## src/rtl/cmd_icd_pkg.sv

```systemverilog
// Shared command ICD: command IDs, field positions, word builders and the
// executor state encoding used by cmd_exec.
package cmd_icd_pkg;

    // Command identifier carried in word[31:28]
    typedef enum logic [3:0] {
        CMD_ID_BANK = 4'b0000,
        CMD_ID_OUT  = 4'b0001,
        CMD_ID_WAIT = 4'b0010
    } cmd_id_t;

    // Executor control states
    typedef enum logic {
        S_IDLE = 1'b0,
        S_WAIT = 1'b1
    } exec_state_t;

    localparam int CMD_ID_LSB = 28;
    localparam int CMD_ID_MSB = 31;

    // BANK: enable mask, unused mask bits, value, reserved upper body
    localparam int BANK_CMD_EN_LSB       = 0;
    localparam int BANK_CMD_EN_MSB       = 3;
    localparam int BANK_CMD_VAL_LSB      = 8;
    localparam int BANK_CMD_VAL_MSB      = 15;
    localparam int BANK_CMD_RESERVED_LSB = 16;
    localparam int BANK_CMD_RESERVED_MSB = 27;

    // OUT: output select, reserved upper body
    localparam int OUT_CMD_SEL_LSB       = 0;
    localparam int OUT_CMD_SEL_MSB       = 4;
    localparam int OUT_CMD_RESERVED_LSB  = 5;
    localparam int OUT_CMD_RESERVED_MSB  = 27;

    // WAIT: stall count, reserved upper body
    localparam int WAIT_CMD_CNT_LSB      = 0;
    localparam int WAIT_CMD_CNT_MSB      = 15;
    localparam int WAIT_CMD_RESERVED_LSB = 16;
    localparam int WAIT_CMD_RESERVED_MSB = 27;

    // Mask with bits lsb..msb set; empty when lsb > msb
    function automatic logic [31:0] field_mask(input int lsb, input int msb);
        logic [31:0] m;
        m = '0;
        for (int i = 0; i < 32; i++) begin
            if (i >= lsb && i <= msb) begin
                m[i] = 1'b1;
            end
        end
        return m;
    endfunction

    function automatic logic [31:0] task2bank_cmd(input logic [3:0] en, input logic [7:0] val);
        logic [31:0] w;
        w = '0;
        w[CMD_ID_MSB:CMD_ID_LSB]             = CMD_ID_BANK;
        w[BANK_CMD_EN_MSB:BANK_CMD_EN_LSB]   = en;
        w[BANK_CMD_VAL_MSB:BANK_CMD_VAL_LSB] = val;
        return w;
    endfunction

    function automatic logic [31:0] task2out_cmd(input logic [4:0] sel);
        logic [31:0] w;
        w = '0;
        w[CMD_ID_MSB:CMD_ID_LSB]           = CMD_ID_OUT;
        w[OUT_CMD_SEL_MSB:OUT_CMD_SEL_LSB] = sel;
        return w;
    endfunction

    function automatic logic [31:0] task2wait_cmd(input logic [15:0] n);
        logic [31:0] w;
        w = '0;
        w[CMD_ID_MSB:CMD_ID_LSB]             = CMD_ID_WAIT;
        w[WAIT_CMD_CNT_MSB:WAIT_CMD_CNT_LSB] = n;
        return w;
    endfunction

endpackage

```

## src/rtl/cmd_wait_timer.sv

```systemverilog
// 16-bit load/count/done down-counter that times a WAIT stall and owns busy.
module cmd_wait_timer (
    input  logic        clk,
    input  logic        rst_n,
    input  logic        load_i,
    input  logic [15:0] load_val_i,
    output logic        busy_o,
    output logic        done_o
);

    logic [15:0] cnt_q, cnt_d;
    logic        busy_q, busy_d;

    // Last stall cycle: the count has reached one
    assign done_o = busy_q && (cnt_q == 16'd1);
    assign busy_o = busy_q;

    // Load on a new WAIT, otherwise count down while busy and drop busy at done
    always_comb begin
        cnt_d  = cnt_q;
        busy_d = busy_q;
        if (load_i) begin
            cnt_d  = load_val_i;
            busy_d = (load_val_i != 16'd0);
        end else if (busy_q) begin
            cnt_d = cnt_q - 16'd1;
            if (done_o) begin
                busy_d = 1'b0;
            end
        end
    end

    // Counter and busy state
    always_ff @(posedge clk or negedge rst_n) begin
        if (!rst_n) begin
            cnt_q  <= '0;
            busy_q <= 1'b0;
        end else begin
            cnt_q  <= cnt_d;
            busy_q <= busy_d;
        end
    end

endmodule

```

## src/rtl/cmd_exec.sv

```systemverilog
// Parametrised command executor: decodes ICD command words from a valid/ready
// stream into bank register writes, output-select writes and WAIT stalls,
// rejecting and counting malformed words.
module cmd_exec #(
    parameter int NUM_BANKS = 4,
    parameter int VAL_W     = 8,
    parameter int OUT_W     = 5,
    parameter int ERR_CNT_W = 8
) (
    input  logic                       clk,
    input  logic                       rst_n,
    input  logic [31:0]                cmd_i,
    input  logic                       cmd_valid_i,
    output logic                       cmd_ready_o,
    output logic [NUM_BANKS*VAL_W-1:0] bank_val_o,
    output logic [NUM_BANKS-1:0]       bank_upd_o,
    output logic [OUT_W-1:0]           out_sel_o,
    output logic                       out_upd_o,
    output logic                       busy_o,
    output logic                       err_o,
    output logic [ERR_CNT_W-1:0]       err_cnt_o
);

    import cmd_icd_pkg::*;

    // Field positions derived from the ICD; parameter defaults give the ICD layout
    localparam int EN_LSB   = BANK_CMD_EN_LSB;
    localparam int VAL_LSB  = BANK_CMD_VAL_LSB;
    localparam int SEL_LSB  = OUT_CMD_SEL_LSB;
    localparam int BODY_MSB = BANK_CMD_RESERVED_MSB;

    localparam logic [31:0] BODY_MASK = field_mask(0, BODY_MSB);
    localparam logic [31:0] BANK_USED = field_mask(EN_LSB, EN_LSB + NUM_BANKS - 1)
                                      | field_mask(VAL_LSB, VAL_LSB + VAL_W - 1);
    localparam logic [31:0] OUT_USED  = field_mask(SEL_LSB, SEL_LSB + OUT_W - 1);
    localparam logic [31:0] WAIT_USED = field_mask(WAIT_CMD_CNT_LSB, WAIT_CMD_CNT_MSB);
    localparam logic [31:0] BANK_RSVD = BODY_MASK & ~BANK_USED;
    localparam logic [31:0] OUT_RSVD  = BODY_MASK & ~OUT_USED;
    localparam logic [31:0] WAIT_RSVD = BODY_MASK & ~WAIT_USED;

    exec_state_t state_q, state_d;

    logic [3:0]  cmd_id;
    logic [15:0] wait_n;
    logic        accept;
    logic        id_known;
    logic        rsvd_hit;
    logic        rej;
    logic        bank_wr;
    logic        out_wr;
    logic        wait_ld;
    logic        timer_done;

    logic [NUM_BANKS*VAL_W-1:0] bank_val_q, bank_val_d;
    logic [NUM_BANKS-1:0]       bank_upd_q, bank_upd_d;
    logic [OUT_W-1:0]           out_sel_q, out_sel_d;
    logic                       out_upd_q, out_upd_d;
    logic                       err_q, err_d;
    logic [ERR_CNT_W-1:0]       err_cnt_q, err_cnt_d;

    assign cmd_id = cmd_i[CMD_ID_MSB:CMD_ID_LSB];
    assign wait_n = cmd_i[WAIT_CMD_CNT_MSB:WAIT_CMD_CNT_LSB];
    assign accept = cmd_valid_i && cmd_ready_o;

    // Decode the ID and flag set bits in fields the decoded command does not use
    always_comb begin
        id_known = 1'b1;
        rsvd_hit = 1'b0;
        case (cmd_id)
            CMD_ID_BANK: rsvd_hit = |(cmd_i & BANK_RSVD);
            CMD_ID_OUT:  rsvd_hit = |(cmd_i & OUT_RSVD);
            CMD_ID_WAIT: rsvd_hit = |(cmd_i & WAIT_RSVD);
            default:     id_known = 1'b0;
        endcase
        rej     = accept && (!id_known || rsvd_hit);
        bank_wr = accept && !rej && (cmd_id == CMD_ID_BANK);
        out_wr  = accept && !rej && (cmd_id == CMD_ID_OUT);
        wait_ld = accept && !rej && (cmd_id == CMD_ID_WAIT) && (wait_n != 16'd0);
    end

    cmd_wait_timer u_wait_timer (
        .clk        (clk),
        .rst_n      (rst_n),
        .load_i     (wait_ld),
        .load_val_i (wait_n),
        .busy_o     (busy_o),
        .done_o     (timer_done)
    );

    // Control state register
    always_ff @(posedge clk or negedge rst_n) begin
        if (!rst_n) begin
            state_q <= S_IDLE;
        end else begin
            state_q <= state_d;
        end
    end

    // Enter WAIT on a non-zero WAIT word, leave on the timer's last cycle
    always_comb begin
        state_d = state_q;
        case (state_q)
            S_IDLE:  if (wait_ld)    state_d = S_WAIT;
            S_WAIT:  if (timer_done) state_d = S_IDLE;
            default: state_d = S_IDLE;
        endcase
    end

    // Ready is a pure decode of the registered state
    always_comb begin
        cmd_ready_o = (state_q == S_IDLE);
    end

    // Next values for bank/output registers, strobes and the saturating error count
    always_comb begin
        bank_val_d = bank_val_q;
        bank_upd_d = '0;
        for (int k = 0; k < NUM_BANKS; k++) begin
            if (bank_wr && cmd_i[EN_LSB + k]) begin
                bank_val_d[k*VAL_W +: VAL_W] = cmd_i[VAL_LSB +: VAL_W];
                bank_upd_d[k]                = 1'b1;
            end
        end
        out_sel_d = out_wr ? cmd_i[SEL_LSB +: OUT_W] : out_sel_q;
        out_upd_d = out_wr;
        err_d     = rej;
        err_cnt_d = err_cnt_q;
        if (rej && (err_cnt_q != {ERR_CNT_W{1'b1}})) begin
            err_cnt_d = err_cnt_q + ERR_CNT_W'(1);
        end
    end

    // Datapath and strobe registers
    always_ff @(posedge clk or negedge rst_n) begin
        if (!rst_n) begin
            bank_val_q <= '0;
            bank_upd_q <= '0;
            out_sel_q  <= '0;
            out_upd_q  <= 1'b0;
            err_q      <= 1'b0;
            err_cnt_q  <= '0;
        end else begin
            bank_val_q <= bank_val_d;
            bank_upd_q <= bank_upd_d;
            out_sel_q  <= out_sel_d;
            out_upd_q  <= out_upd_d;
            err_q      <= err_d;
            err_cnt_q  <= err_cnt_d;
        end
    end

    assign bank_val_o = bank_val_q;
    assign bank_upd_o = bank_upd_q;
    assign out_sel_o  = out_sel_q;
    assign out_upd_o  = out_upd_q;
    assign err_o      = err_q;
    assign err_cnt_o  = err_cnt_q;

endmodule
```

## config.mk

```make
export PLATFORM = sky130hd
export DESIGN_NAME = cmd_exec
export DESIGN_NICKNAME = d
export VERILOG_FILES = /design/src/rtl/cmd_icd_pkg.sv /design/src/rtl/cmd_wait_timer.sv /design/src/rtl/cmd_exec.sv
export SDC_FILE = /design/constraint.sdc
export NUM_CORES = 1
export LEC_CHECK = 0
export ABC_AREA = 1
export CORE_MARGIN = 2
export CORE_UTILIZATION = 35
export DETAILED_ROUTE_END_ITERATION = 8
export RECOVER_POWER = 100
export SETUP_SLACK_MARGIN = 0.1
export SLEW_MARGIN = 20
export SYNTH_ARGS = -nofsm -noshare
export SYNTH_HDL_FRONTEND = slang
export SYNTH_HIERARCHICAL = 1
export SYNTH_SLANG_ARGS = --single-unit
```

## constraint.sdc

```tcl
create_clock -name clk -period 2.12 [get_ports clk]
set_clock_uncertainty 0.2 [all_clocks]
set_input_delay 0.53 -clock clk [delete_from_list [all_inputs] [get_ports clk]]
set_output_delay 0.53 -clock clk [all_outputs]
set_load 0.005 [all_outputs]
```

==> impl_metrics.json <==
{
  "yosys_warnings": 6,
  "worstMarginPinSlew_ps": 583.2,
  "antenna_found_initial": 0,
  "powerDensity_nw_per_um2": 499.3,
  "ys.flop_type": "dfrtp_1",
  "cp_top_family": "buffers and inverters",
  "cp-start-kind": "register",
  "grt_pass1_vias": 3737,
  "grt_start_max_net_pins": 36,
  "syn_avg_cell_area_um2": 8.105,
  "timing.final.ws_setup_ps": 98.59,
  "min_path_type": "primary input to register",
  "synth_cell_types": 35,
  "final.period_utilization_pct": 95.35,
  "timing.final.crit_period_ps": 2021,
  "h-tree-depth": 3,
  "numCtsBuffers": 9,
  "reg2reg_to": "err_cnt_o[6]",
  "multi_input_area_um2": 1918,
  "crit_cells": 1,
  "status": "completed",
  "ff2ff_setup_slack_ps": 260,
  "final_cell_count_no_fill": 754,
  "fp.dieW_um": 106.1,
  "io_buffers": 87,
  "synth-edff-count": 0,
  "vias": 3717,
  "fin_nets": 651,
  "path_cells": "dlygate4sd3_1",
  "syn_nets": 488,
  "reg2reg_from": "err_cnt_o[0]",
  "hold_viol": 0,
  "drt_iter0_markers": 191,
  "io_pins": 88,
  "critPathSlowestCell": "dlygate4sd3_1",
  "critPathKind": "register to primary output",
  "rows": 37,
  "grt_remaining_overflow": 0,
  "synthToLayoutAreaGrowth_pct": 53.69,
  "fill_cells": 945,
  "maxSlewViolCount": 0,
  "cp_max_fo": 1,
  "reg2reg_depth": 8,
  "maxCapViolCount": 0,
  "die_y_um": 106.1,
  "clock_latency_ps": 360,
  "cts_tree": "yes",
  "routedWlPerCell_um": 15.19,
  "place_ws_ps": -624.4,
  "required_ps": 1390,
  "die-area_um2": 11250,
  "yosys_register_bits": 69,
  "n_antenna_cell": 0,
  "slowest_delay_ps": 570,
  "vias_per_cell": 4.930,
  "grt.total_usage_pct": 21.00,
  "synth_area_leaders": "dfrtp_1, nand2_1, nand3_1, nor2_1, inv_1",
  "syn_area_um2": 3647,
  "power_leakage_nw": 2.835,
  "report.final.setup_viol": 0,
  "yosysMostFrequentCell": "nand2_1",
  "ys_async_sr_fraction_pct": 100.0,
  "dp.cells": 715,
  "initial_core_util_pct": 35.65,
  "drcViolationCount": 0,
  "hpwlAfterDp_mm": 8.177,
  "crit_end": "bank_upd_o[2]",
  "clock_sinks": 69,
  "core_um2": 10230,
  "routed_wl_mm": 11.45,
  "synth_top_area_cell": "dfrtp_1",
  "gp_congestion": 0.9025,
  "drive_gt1_share_pct": 31.55,
  "ir_worst_vdd_uv": 279.7,
  "cp.arrival_ps": 1290,
  "synth_top_area_share_pct": 47.34,
  "synthCells": 450,
  "seq_area_um2": 1727,
  "clock_path_buffers": 2,
  "netlist_top_cells_count": "nand2_1, dfrtp_1, nand3_1",
  "crit_path_end_kind": "primary output",
  "dr.pass1.iters": 4,
  "cp-startpoint": "bank_upd_o[2]",
  "critical_path_buf_inv_count": 1,
  "relSlewSlack_pct": 61.12,
  "grt_pass1_wl_mm": 18.44,
  "seq_area_frac_synth_pct": 47.34,
  "max_freq_ghz": 0.4947,
  "cts_root_buf": "clkbuf_8",
  "drtAntennaViolNets": 0,
  "clkTransAtPathRegs_ps": 90
}
## layout make-up
type | count | area share, %
Tap cell | 136 | 3.036
Clock inverter | 7 | 1.763
Multi-Input combinational cell | 326 | 34.22
Timing Repair Buffer | 162 | 24.69
Timing Repair inverter | 1 | 0.1116
Clock buffer | 9 | 2.210
Inverter | 44 | 3.170
Sequential cell | 69 | 30.80
## layer usage
| metal | global-route usage, % | part of all wire, % | vias up |
|---|---|---|---|
| li1 | - | - | 1775 |
| met2 | 34.79 | 48 | 122 |
| met5 | 0 | 0 | - |
| met4 | 8.647 | 2.1 | 0 |
| met1 | 27.47 | 44 | 1799 |
| met3 | 3.250 | 5.2 | 21 |
## where the power goes
part	switching (mW)	internal, mW	leakage (nW)	total, mW
clock network	0.568	0.668	0.110	1.24
registers	0.00126	1.32	0.954	1.32
logic	0.146	0.0998	1.77	0.246
total	0.715	2.08	2.84	2.80
## tightest hold or removal path, delay by kind of cell
kind                   cells  cell delay (ps)
buffers and inverters      1              120
AND/OR/NAND/NOR            2              130
## state kept, by name, indices dropped and copies added, names as in the netlist
name                 count
out_sel_o                5
out_upd_o                1
u_wait_timer/busy_o      1
err_cnt_o                8
err_o                    1
u_wait_timer/cnt_q      16
bank_val_o              32
state_q                  1
bank_upd_o               4
## through the flow
stage	hold slack [ps]	power, mW	utilization, %	TNS, ps	cell area, um2
2_1_floorplan	34.41	1.398	-	0	3690
3_3_place_gp	254.5	1.590	49.63	-28360	5077
3_5_place_dp	257.5	1.593	49.63	-29140	5077
4_1_cts	277.8	2.814	53.72	0	5497
5_1_grt	299.1	2.895	54.79	-1.661	5605
6_report	268.1	2.799	54.79	0	5605
## cells by family (layout without fill, tap and decap cells)
family,after synthesis,in the layout,share of synthesized area (%)
simple gates,280,280,36.05
flops,69,69,47.34
buf+inv,55,223,6.724
compound gates,33,33,6.449
xor+xnor,10,10,2.401
fa+ha+maj,3,3,1.029
## worst min path at each step
stage / startpoint / endpoint / slack (ps) / depth (start not counted)
2_1_floorplan: rst_n / bank_upd_o[0] / 30 / 0
3_3_place_gp: bank_val_o[1] / bank_val_o[1] / 250 / 2
3_5_place_dp: bank_val_o[18] / bank_val_o[18] / 260 / 2
4_1_cts: bank_val_o[3] / bank_val_o[3] / 280 / 2
5_1_grt: cmd_i[6] / u_wait_timer/cnt_q[6] / 300 / 3
6_report: cmd_i[6] / u_wait_timer/cnt_q[6] / 270 / 3
## cells in the final DEF (no fill, tap or decap), types with 14 or more instances in the layout
| master | netlist | layout |
|---|---|---|
| nand3_1 | 56 | 53 |
| inv_1 | 36 | 33 |
| clkbuf_2 | 0 | 22 |
| nor2_1 | 39 | 32 |
| nand2_2 | 9 | 14 |
| clkdlybuf4s50_1 | 0 | 48 |
| nand2_1 | 138 | 129 |
| dfrtp_1 | 69 | 69 |
| buf_4 | 3 | 62 |
## timing repair
item / 4_1_cts / 5_1_grt
gates resized for setup: 61 / 74
gates cloned: 1 / 1
pin swaps: 22 / 29
setup buffers: 14 / 6
hold buffers: 1 / 0
endpoints found under the hold margin: 17 / 0
setup endpoints to repair: 74 / 64
Power figures use the tool's default switching activity.
